[src/rtl/branch_result.sv]
// -----------------------------------------------------------------------------
// branch_result
//
// Branch-resolution checker for the EX stage. Compares what the fetch-stage
// predictor assumed (taken flag + predicted target) with what the ALU actually
// resolved (taken flag + computed target). It produces a registered 2-bit
// verdict that the hazard / PC-select logic uses to keep or flush the pipeline
// and to choose the redirect PC.
//
// Verdict encoding (Result):
//   2'b00  prediction correct, no flush
//   2'b01  predicted not-taken, actually taken    -> flush, redirect to PC_ALU
//   2'b10  predicted taken, actually not-taken    -> flush, redirect to PC+4
//   2'b11  taken/taken but PC_Pre != PC_ALU       -> flush, redirect to PC_ALU
//
// Ports:
//   clk        in   1      rising-edge clock
//   rst_n      in   1      asynchronous active-low reset, forces Result to 00
//   Predicted  in   1      predictor said taken for this instruction
//   PC_Pre     in   WIDTH  predicted target carried down from fetch
//   PC_ALU     in   WIDTH  target computed by the ALU in EX
//   Execute    in   1      branch actually taken (resolved in EX)
//   Result     out  2      registered verdict, one cycle after the inputs
// -----------------------------------------------------------------------------
`timescale 1ns/1ps

module branch_result #(
  parameter int unsigned WIDTH_DATA_LENGTH = 32
) (
  input  logic                         clk,
  input  logic                         rst_n,
  input  logic                         Predicted,
  input  logic [WIDTH_DATA_LENGTH-1:0] PC_Pre,
  input  logic [WIDTH_DATA_LENGTH-1:0] PC_ALU,
  input  logic                         Execute,
  output logic [1:0]                   Result
);

  typedef enum logic [1:0] {
    VERDICT_OK         = 2'b00,
    VERDICT_MISS_TAKEN = 2'b01,
    VERDICT_MISS_NT    = 2'b10,
    VERDICT_BAD_TARGET = 2'b11
  } verdict_e;

  verdict_e result_d;
  verdict_e result_q;

  // Full-width target compare; only consulted when both sides agree on taken.
  logic target_match;
  assign target_match = (PC_Pre == PC_ALU);

  always_comb begin
    // NOTE: default first so every path assigns result_d and no latch is inferred.
    result_d = VERDICT_OK;
    // A plain case (not unique) lets X/Z on the control bits fall into the
    // default arm, so an undriven input never produces a spurious flush.
    case ({Predicted, Execute})
      2'b01:   result_d = VERDICT_MISS_TAKEN;
      2'b10:   result_d = VERDICT_MISS_NT;
      2'b11:   result_d = target_match ? VERDICT_OK : VERDICT_BAD_TARGET;
      default: result_d = VERDICT_OK;
    endcase
  end

  // NOTE: non-blocking assignment for state so every flop samples pre-edge values.
  always_ff @(posedge clk or negedge rst_n) begin
    if (!rst_n) begin
      result_q <= VERDICT_OK;
    end else begin
      result_q <= result_d;
    end
  end

  assign Result = result_q;

endmodule

[config.mk]
export PLATFORM = sky130hd
export DESIGN_NAME = branch_result
export DESIGN_NICKNAME = d
export VERILOG_FILES = /design/src/rtl/branch_result.sv
export SDC_FILE = /design/constraint.sdc
export NUM_CORES = 1
export LEC_CHECK = 0
export ABC_AREA = 1
export BUFFER_PORTS_ARGS = -buffer_cell sky130_fd_sc_hd__buf_2
export CAP_MARGIN = 20
export CORE_MARGIN = 2
export CORE_UTILIZATION = 30
export DETAILED_ROUTE_END_ITERATION = 6
export GPL_TIMING_DRIVEN = 0
export HOLD_SLACK_MARGIN = 0.02
export PLACE_DENSITY = 0.85
export SYNTH_ARGS = -nofsm -noshare
export SYNTH_HDL_FRONTEND = slang
export SYNTH_SLANG_ARGS = --single-unit
export TNS_END_PERCENT = 50
[constraint.sdc]
create_clock -name clk -period 0.8 [get_ports clk]
set_clock_uncertainty 0.1 [all_clocks]
set_input_delay 0.24 -clock clk [delete_from_list [all_inputs] [get_ports clk]]
set_output_delay 0.24 -clock clk [all_outputs]
set_load 0.05 [all_outputs]
# [Word level (Yosys, flattened, before mapping)]
# Cells that the tools add are included.
[classes] n_eq_ne=4 muxes=2
[op_table] op="32-bit == test" count=1
[op_table] op="2-bit case mux with 3 select lines" count=1
[op_table] op="2-bit == test, second input constant" count=2
[op_table] op="2-bit by 1-bit == test with 1-bit output, second input constant" count=1
[op_table] op="2-bit two-way mux" count=1
[word_totals] ff_bits=2 inputBits=68 elab_cells=7 output_inout_bits=2

# [Depth between registers and ports, before layout]
# Gate-level depths: netlist (run 1).
[depth] depth_word=3 mapped_depth=10 mapped_depth_nobuf=10

# [Worst setup path before layout (run 1)]
# OpenSTA, ideal clock, no wires.
[synth_timing] path_type="input port to flip-flop" start="in PC_ALU[19]" end="reg result_q[0], in the netlist Result[0]" cell_stages=8 setup_ns=0.118 slack_ns=-0.215 t_required_ns=0.582 path_buffers=0 arrival_ns=0.797 cell_sequence="xnor2_1 nand2_1 nor2_1 nand2_1 nor2_1 nand2_1 nand2_1 nand2_1"
[synth_via] elab_chain_len=3
[synth_rtl] element="from (decl)" line="34" rtl="input logic [WIDTH_DATA_LENGTH-1:0] PC_ALU,"
[synth_rtl] element="32-bit == test" line="51" rtl="assign target_match = (PC_Pre == PC_ALU);"
[synth_rtl] element="2-bit two-way mux" line="61" rtl="2'b11: result_d = target_match ? VERDICT_OK : VERDICT_BAD_TARGET;"
[synth_rtl] element="2-bit case mux with 3 select lines" line="58" rtl="case ({Predicted, Execute})"
[synth_rtl] element="named net result_d[0]" line="46" rtl="verdict_e result_d;"
[synth_rtl] element="to (signal assigned)" line="71" rtl="result_q <= result_d;"
[synth_rtl] element="to (decl)" line="47" rtl="verdict_e result_q;"
# The timed path passes the listed nets, and every way through them passes these cells.

# [Final worst setup path (run 1)]
[layout_timing] start="reg result_q[0], in the netlist Result[0]" end="out Result[0]"
[layout_lines] element="to (decl)" line="36" rtl="output logic [1:0] Result"
# No word-level cell between the ends.

==> impl_metrics.py, run 1 <==
metrics = {
    "outcome": {
        "status": "finished with violations",
        "violations": "negative setup slack",
    },
    "cells_and_area": {
        "diodes": 0,
        "nets": 240,
        "largest_register_ffs": 2,
        "postLayoutCellArea_sq_um": 1106,
        "final_util": 0.6476,
        "synthToLayoutAreaGrowth_pct": 105.1,
        "layout-drive-gt1-share": 0.5294,
        "fillers": 154,
    },
    "placement": {
        "hpwl_um": 1429,
        "gp_congestion": 0.6923,
        "place_area_sq_um": 953.4,
        "port_buffers": 69,
        "pre_cts_slack_ps": -461.0,
    },
    "setup_path": {
        "critical_path_depth": 1,
        "worstPathArrival_ps": 730,
        "startpoint": "Result[0]",
        "worst_setup_path_start_kind": "flop",
        "worstPathBufferInverterCount": 1,
        "crit_path_top_delay_cell": "dfrtp_1",
        "cp_slowest_stage_delay_ps": 360,
        "crit_path_end_kind": "output pin",
        "path_delay_family": "flip-flops",
        "crit_chain": "buf_6",
        "path_class": "reg2out",
        "crit_required_ps": 460,
        "cp_max_fo": 1,
    },
    "detailed_routing": {
        "route.detailed.drc": 0,
        "drtPass1Iterations": 5,
        "via_count": 838,
        "ant_nets": 0,
        "wl_per_cell_um": 9.159,
        "drt-total-wl_um": 1786,
        "first_iter_violations": 13,
        "vias_per_cell": 4.297,
    },
    "worst_hold_path": {
        "holdCritStartpoint": "Predicted",
        "min_path_cells": 3,
        "hp-class": "in2reg",
    },
    "synthesis": {
        "synth_area_sq_um": 539.3,
        "syn_inst": 97,
        "yosys.area.top_type": "xnor2_1",
        "yosysSeqAreaShare": 0.09281,
        "synth_warnings": 0,
        "synth-seq-cells": 2,
        "synth_nets": 165,
        "synthTopCellsByArea": "xnor2_1 42%, nand2_1 31%, inv_1 9.7%, dfrtp_1 9.3%, nor2_1 7.0%",
        "synth_top_area_frac": 0.4223,
        "postSynthAreaPerCell_sq_um": 5.559,
        "synth.distinct_cells": 6,
    },
    "global_route": {
        "grt_pass1_vias": 773,
        "antenna_found_initial": 0,
        "grt_use_total": 0.1400,
        "grt_start_max_net_pins": 4,
        "grt_pass1_wl_um": 2290,
        "grt_overflow": 0,
    },
    "die": {
        "start_util": 0.3158,
        "rows": 15,
        "die_w_um": 46.40,
        "io_pins": 70,
        "dieArea_sq_um": 2153,
        "core_sq_um": 1708,
        "die_y_um": 46.40,
    },
    "sta": {
        "finalHoldViolCount": 0,
        "slew_viol_final": 0,
        "tightest_slew_ps": 151.8,
        "rsz0062_at_grt": "true",
        "max_freq_mhz": 934.4,
        "min_period_ps": 1070,
        "setup_violations": 4,
        "holdWs_ps": 154.7,
        "fin_crit_sh": 1.338,
        "slew_headroom": 0.8981,
        "setup_ws_ps": -270.2,
        "setup_tns_ps": -1033,
    },
    "power_and_ir_drop": {
        "cellInternalPower_mw": 0.5968,
        "power_leakage_nw": 0.6463,
        "combPwrFrac": 0.622,
        "switchingPower_mw": 0.2863,
        "vdd_ir_drop_max_uv": 529.5,
        "power_frac_seq": 0.128,
        "switching_share": 0.3242,
        "p_clk_frac": 0.250,
        "p_per_area_nw_per_um2": 798.4,
    },
    "clock_tree": {
        "root_buffer": "clkbuf_4",
        "post_cts_buffers": 0,
        "cts_tree": "yes",
        "cts_buffers": 3,
        "clk_pin_slew_ps": 30,
        "htree_levels": 1,
        "clock_sinks": 2,
        "clk_path_buf_depth": 2,
    },
    "job": {
        "drv_cap": 0,
    },
}
synth_stat cells:
library cell  number
dfrtp_1            2
or2_2              1
xnor2_1           26
inv_1             14
nand2_1           44
nor2_1            10
metrics by stage:
stage / std cells / power [mW]
detailed placement: 191 / 0.5793
global placement: 191 / 0.5592
CTS: 195 / 0.8235
global route: 195 / 0.9431
floorplan: 97 / 0.3524
finish: 195 / 0.8830
path summary, 6_finish.rpt:
| check | end | slack, ps |
|---|---|---|
| worst max-delay path | Result[0] | -270 |
| worst min-delay path | Result[1] | 150 |
| max in group asynchronous | Result[1] | 260 |
| min in group asynchronous | Result[0] | 240 |
cell families (layout without fill, tap and decap cells):
| kind of cell | Yosys count | in the layout | share of synthesized area |
|---|---|---|---|
| flops | 2 | 2 | 0.09281 |
| xor+xnor | 26 | 26 | 0.4223 |
| buf+inv | 14 | 87 | 0.09745 |
| simple gates | 55 | 55 | 0.3875 |
placed cells by master, fill, tap and decap left out:
| master | instances |
|---|---|
| buf_2 | 59 |
| nand2_1 | 42 |
| xnor2_1 | 14 |
| xnor2_2 | 12 |
| inv_1 | 11 |
| nor2_1 | 10 |
| buf_6 | 10 |
| inv_2 | 3 |
| clkbuf_4 | 3 |
| dfrtp_1 | 2 |
| nand2_2 | 2 |
| or2_2 | 1 |
| dlygate4sd3_1 | 1 |
metal layers:
metal  up-vias  track usage  share of wire
met1       354      0.09954           0.33
met3         2     0.007843           0.11
met5         -            0              0
li1        423            -              -
met4         0      0.04571         0.0056
met2        59       0.3417           0.56
repair_timing:
item / 4_1_cts / 5_1_grt
endpoints found under the setup margin: 4 / 4
endpoints found under the hold margin: 2 / 0
pin swaps: 2 / 31
hold buffers: 1 / 0
gates resized for setup: 4 / 20
final cells by class:
class / count / area (sq um) / area share
multi-input cells: 81 / 531.8 / 0.4808
inverters: 14 / 52.55 / 0.04751
clock buffers: 3 / 22.52 / 0.02036
repair buffers: 70 / 417.9 / 0.3778
flip-flops and latches: 2 / 50.05 / 0.04525
well taps: 25 / 31.28 / 0.02828
power groups by stage:
stage          registers (mW)  clock network [mW]  logic, mW
4_1_cts                 0.113               0.229      0.482
3_5_place_dp            0.112                   0      0.468
5_1_grt                 0.114               0.232      0.598
2_1_floorplan           0.141                   0      0.212
6_report                0.113               0.221      0.549
3_3_place_gp            0.112                   0      0.447
No activity file was read; power rests on OpenSTA's default activity.
==> run 2: changes to the inputs <==
--- a/config.mk
+++ b/config.mk
@@ -10,6 +10,7 @@
 export CAP_MARGIN = 20
 export CORE_MARGIN = 2
 export CORE_UTILIZATION = 30
+export CTS_CLUSTER_DIAMETER = 120
 export DETAILED_ROUTE_END_ITERATION = 6
 export GPL_TIMING_DRIVEN = 0
 export HOLD_SLACK_MARGIN = 0.02
==> constraint.sdc (replaced) <==
create_clock -name clk -period 1.19 [get_ports clk]
set_clock_uncertainty 0.1 [all_clocks]
set_input_delay 0.357 -clock clk [delete_from_list [all_inputs] [get_ports clk]]
set_output_delay 0.357 -clock clk [all_outputs]
set_load 0.05 [all_outputs]
==> impl_metrics.py, run 2 (synthesis results as in run 1) <==
metrics = {
    "sta": {
        "tightest_slew_ps": 131.5,
        "max_freq_mhz": 838.7,
        "setup_tns_ps": -2.369,
        "setup_violations": 1,
        "fin_crit_sh": 1.002,
        "setup_ws_ps": -2.369,
        "slew_viol_final": 0,
        "finalHoldViolCount": 0,
        "holdWs_ps": 288.8,
        "slew_headroom": 0.9117,
        "rsz0062_at_grt": "true",
        "min_period_ps": 1192,
    },
    "clock_tree": {
        "cts_buffers": 3,
        "htree_levels": 1,
        "clock_sinks": 2,
        "root_buffer": "clkbuf_4",
        "clk_pin_slew_ps": 30,
        "post_cts_buffers": 0,
        "clk_path_buf_depth": 2,
        "cts_tree": "yes",
    },
    "power_and_ir_drop": {
        "p_clk_frac": 0.267,
        "vdd_ir_drop_max_uv": 205.8,
        "power_frac_seq": 0.140,
        "switching_share": 0.3237,
        "combPwrFrac": 0.593,
        "switchingPower_mw": 0.1761,
        "cellInternalPower_mw": 0.3679,
        "power_leakage_nw": 0.5837,
        "p_per_area_nw_per_um2": 544.9,
        "p_total_mw": 0.5440,
    },
    "detailed_routing": {
        "drt-total-wl_um": 1615,
        "vias_per_cell": 4.215,
        "route.detailed.drc": 0,
        "first_iter_violations": 5,
        "wl_per_cell_um": 8.282,
        "ant_nets": 0,
        "drtPass1Iterations": 4,
        "via_count": 822,
    },
    "die": {
        "start_util": 0.3158,
        "die_y_um": 46.40,
        "rows": 15,
        "dieArea_sq_um": 2153,
        "core_sq_um": 1708,
        "die_w_um": 46.40,
        "io_pins": 70,
    },
    "placement": {
        "pre_cts_slack_ps": -200.3,
        "port_buffers": 69,
        "hpwl_um": 1430,
        "gp_congestion": 0.6725,
    },
    "cells_and_area": {
        "layout_common_cells": "67 x buf_2, 42 x nand2_1, 22 x xnor2_1, 11 x inv_1, 9 x nor2_1",
        "final_common_cell": "buf_2",
        "fillers": 160,
        "synthToLayoutAreaGrowth_pct": 85.15,
        "layout-drive-gt1-share": 0.4882,
        "diodes": 0,
        "nets": 240,
        "largest_register_ffs": 2,
    },
    "outcome": {
        "status": "finished with violations",
        "violations": "negative setup slack",
    },
    "setup_path": {
        "cp_max_fo": 1,
        "path_delay_family": "flip-flops",
        "crit_chain": "buf_6",
        "worstPathArrival_ps": 740,
        "critical_path_depth": 1,
        "worstPathBufferInverterCount": 1,
        "crit_required_ps": 730,
        "worst_setup_path_start_kind": "flop",
        "crit_path_end_kind": "output pin",
        "crit_path_top_delay_cell": "dfrtp_1",
        "path_class": "reg2out",
        "cp_slowest_stage_delay_ps": 360,
    },
    "global_route": {
        "grt_start_max_net_pins": 4,
        "grt_overflow": 0,
        "antenna_found_initial": 0,
        "grt_pass1_wl_um": 2118,
        "grt_pass1_vias": 661,
        "grt_use_total": 0.1417,
    },
    "worst_hold_path": {
        "hp-class": "in2reg",
        "min_to": "Result[1]",
        "min_path_cells": 3,
        "holdCritStartpoint": "Predicted",
    },
    "job": {
        "drv_cap": 0,
    },
}
-- run 2: cell counts in the layout (fill, tap and decap cells not counted) --
No cell type changed its count.
-- run 2: power groups by stage --
| stage | combinational (mW) | sequential (mW) | clock [mW] |
|---|---|---|---|
| floorplan | 0.131 | 0.0947 | 0 |
| global placement | 0.285 | 0.0754 | 0 |
| detailed placement | 0.298 | 0.0755 | 0 |
| CTS | 0.309 | 0.0761 | 0.156 |
| global route | 0.355 | 0.0763 | 0.167 |
| finish | 0.323 | 0.0761 | 0.145 |
-- run 2: final cells by class --
class                           instances  area [sq um]  share of cell area
Sequential cell                         2         50.05             0.05013
Multi-Input combinational cell         81         474.2              0.4749
Inverter                               14         52.55             0.05263
Clock buffer                            3         22.52             0.02256
Timing Repair Buffer                   70         367.9              0.3684
Tap cell                               25         31.28             0.03133
-- run 2: worst min-delay path, cell delays in order --
cell and delay (ps):
buf_2 90, nand2_1 60, nand2_2 60
-- run 2: how the worst max path moves through the flow --
| stage | from | endpoint | slack, ps |
|---|---|---|---|
| 2_1_floorplan | PC_ALU[19] | Result[0] | 60 |
| 3_3_place_gp | PC_ALU[20] | Result[0] | -160 |
| 3_5_place_dp | PC_ALU[17] | Result[1] | -200 |
| 4_1_cts | Result[1] | Result[1] | -20 |
| 5_1_grt | Result[1] | Result[1] | -30 |
| 6_report | Result[1] | Result[1] | -2 |
-- run 2: timing repair --
item                       in CTS  in global routing
resized for setup               4                 10
hold endpoints to repair        2                  0
pin swaps                       0                  2
hold buffers                    1                  0
setup endpoints to repair       2                  4
-- run 2: through the flow --
step / cells / utilization / cell area (sq um)
after floorplan: 97 / - / 539.3
after global placement: 191 / 0.5363 / 915.9
after detailed placement: 191 / 0.5363 / 915.9
after CTS: 195 / 0.5626 / 960.9
after global routing: 195 / 0.5846 / 998.5
final: 195 / 0.5846 / 998.5
-- run 2: per-layer routing --
| metal | routed length [um] | GRT usage |
|---|---|---|
| met5 | 0 | 0 |
| met4 | 4 | 0.06857 |
| met3 | 217 | 0.02353 |
| met2 | 884 | 0.3361 |
| met1 | 507 | 0.09049 |
==> run 3: changes to the inputs <==
==> constraint.sdc (replaced) <==
create_clock -name clk -period 1.5 [get_ports clk]
set_clock_uncertainty 0.1 [all_clocks]
set_input_delay 0.45 -clock clk [delete_from_list [all_inputs] [get_ports clk]]
set_output_delay 0.45 -clock clk [all_outputs]
set_load 0.05 [all_outputs]
==> impl_metrics.py, run 3 (synthesis results as in run 1) <==
metrics = {
    "placement": {
        "port_buffers": 69,
        "pre_cts_slack_ps": 16.73,
        "hpwl_um": 1430,
        "gp_congestion": 0.6725,
        "place_area_sq_um": 915.9,
    },
    "cells_and_area": {
        "largest_register_ffs": 2,
        "layout_common_cells": "69 x buf_2, 44 x nand2_1, 26 x xnor2_1, 14 x inv_1, 10 x nor2_1",
        "synthToLayoutAreaGrowth_pct": 75.87,
        "fillers": 171,
        "diodes": 0,
        "postLayoutCellArea_sq_um": 948.4,
        "nets": 240,
        "layout-drive-gt1-share": 0.4294,
        "final_common_cell": "buf_2",
    },
    "sta": {
        "tightest_slew_ps": 251.8,
        "finalHoldViolCount": 0,
        "slew_viol_final": 0,
        "setup_violations": 0,
        "rsz0062_at_grt": "false",
        "max_freq_mhz": 749.3,
        "fin_crit_sh": 0.8897,
        "setup_ws_ps": 165.4,
        "min_period_ps": 1335,
        "slew_headroom": 0.8333,
        "setup_tns_ps": 0,
    },
    "detailed_routing": {
        "drt-total-wl_um": 1544,
        "wl_per_cell_um": 7.918,
        "via_count": 818,
        "first_iter_violations": 6,
        "ant_nets": 0,
        "route.detailed.drc": 0,
        "drtPass1Iterations": 4,
        "vias_per_cell": 4.195,
    },
    "clock_tree": {
        "clk_pin_slew_ps": 30,
        "htree_levels": 1,
        "clock_sinks": 2,
        "clk_path_buf_depth": 2,
        "post_cts_buffers": 0,
        "cts_tree": "yes",
        "cts_buffers": 3,
        "root_buffer": "clkbuf_4",
    },
    "setup_path": {
        "worstPathArrival_ps": 780,
        "crit_required_ps": 950,
        "crit_path_top_delay_cell": "dfrtp_1",
        "crit_chain": "buf_2",
        "worstPathBufferInverterCount": 1,
        "cp_slowest_stage_delay_ps": 310,
        "path_delay_family": "flip-flops",
        "cp_max_fo": 1,
        "crit_path_end_kind": "output pin",
        "path_class": "reg2out",
        "worst_setup_path_start_kind": "flop",
    },
    "power_and_ir_drop": {
        "switching_share": 0.3234,
        "cellInternalPower_mw": 0.2792,
        "p_per_area_nw_per_um2": 435.0,
        "p_clk_frac": 0.281,
        "vdd_ir_drop_max_uv": 156.7,
        "switchingPower_mw": 0.1334,
        "power_frac_seq": 0.144,
        "combPwrFrac": 0.575,
        "power_leakage_nw": 0.5605,
    },
    "die": {
        "io_pins": 70,
        "die_w_um": 46.40,
        "rows": 15,
        "dieArea_sq_um": 2153,
        "die_y_um": 46.40,
        "start_util": 0.3158,
        "core_sq_um": 1708,
    },
    "outcome": {
        "status": "complete, no violations",
    },
    "global_route": {
        "grt_pass1_wl_um": 2097,
        "grt_start_max_net_pins": 4,
        "antenna_found_initial": 0,
        "grt_overflow": 0,
        "grt_pass1_vias": 658,
        "grt_use_total": 0.1401,
    },
    "worst_hold_path": {
        "hp-class": "in2reg",
    },
    "job": {
        "drv_cap": 0,
    },
}
-- run 3: cell counts in the layout (fill, tap and decap cells not counted) --
Identical to the previous run, type by type.
-- run 3: routing by layer --
layer	global-route usage	part of all wire
met1	0.09049	0.32
met2	0.3306	0.55
met3	0.02353	0.14
met4	0.06857	0
met5	0	0
-- run 3: power by group through the flow --
stage / combinational, mW / clock [mW] / sequential [mW]
floorplan: 0.104 / 0 / 0.0751
detailed placement: 0.237 / 0 / 0.0599
CTS: 0.240 / 0.124 / 0.0593
global placement: 0.226 / 0 / 0.0598
global route: 0.264 / 0.133 / 0.0595
finish: 0.237 / 0.116 / 0.0593
-- run 3: metrics by stage --
step / power [mW] / util / hold slack (ps) / instances
floorplan: 0.1794 / - / 54.41 / 97
global placement: 0.2862 / 0.5363 / 134.1 / 191
detailed placement: 0.2966 / 0.5363 / 139.5 / 191
CTS: 0.4234 / 0.5553 / 361.1 / 195
global route: 0.4557 / 0.5553 / 381.4 / 195
finish: 0.4126 / 0.5553 / 366.2 / 195
-- run 3: final cells by class --
type | instances | area (sq um) | share of cell area
timing repair buffer | 70 | 355.3 | 0.3747
sequential | 2 | 50.05 | 0.05277
multi-input combinational | 81 | 436.7 | 0.4604
tap | 25 | 31.28 | 0.03298
clock buffer | 3 | 22.52 | 0.02375
inverter | 14 | 52.55 | 0.05541
-- run 3: path summary, 6_finish.rpt --
kind	from	slack (ps)	depth (start not counted)	to
worst max-delay path	Result[1]	170	1	Result[1]
worst min-delay path	Predicted	370	3	Result[1]
max in group asynchronous	rst_n	750	2	Result[1]
min in group asynchronous	rst_n	450	2	Result[0]
-- run 3: what timing repair did --
action	CTS	global route
hold buffers	1	0
hold endpoints to repair	2	0
resized for setup	0	0
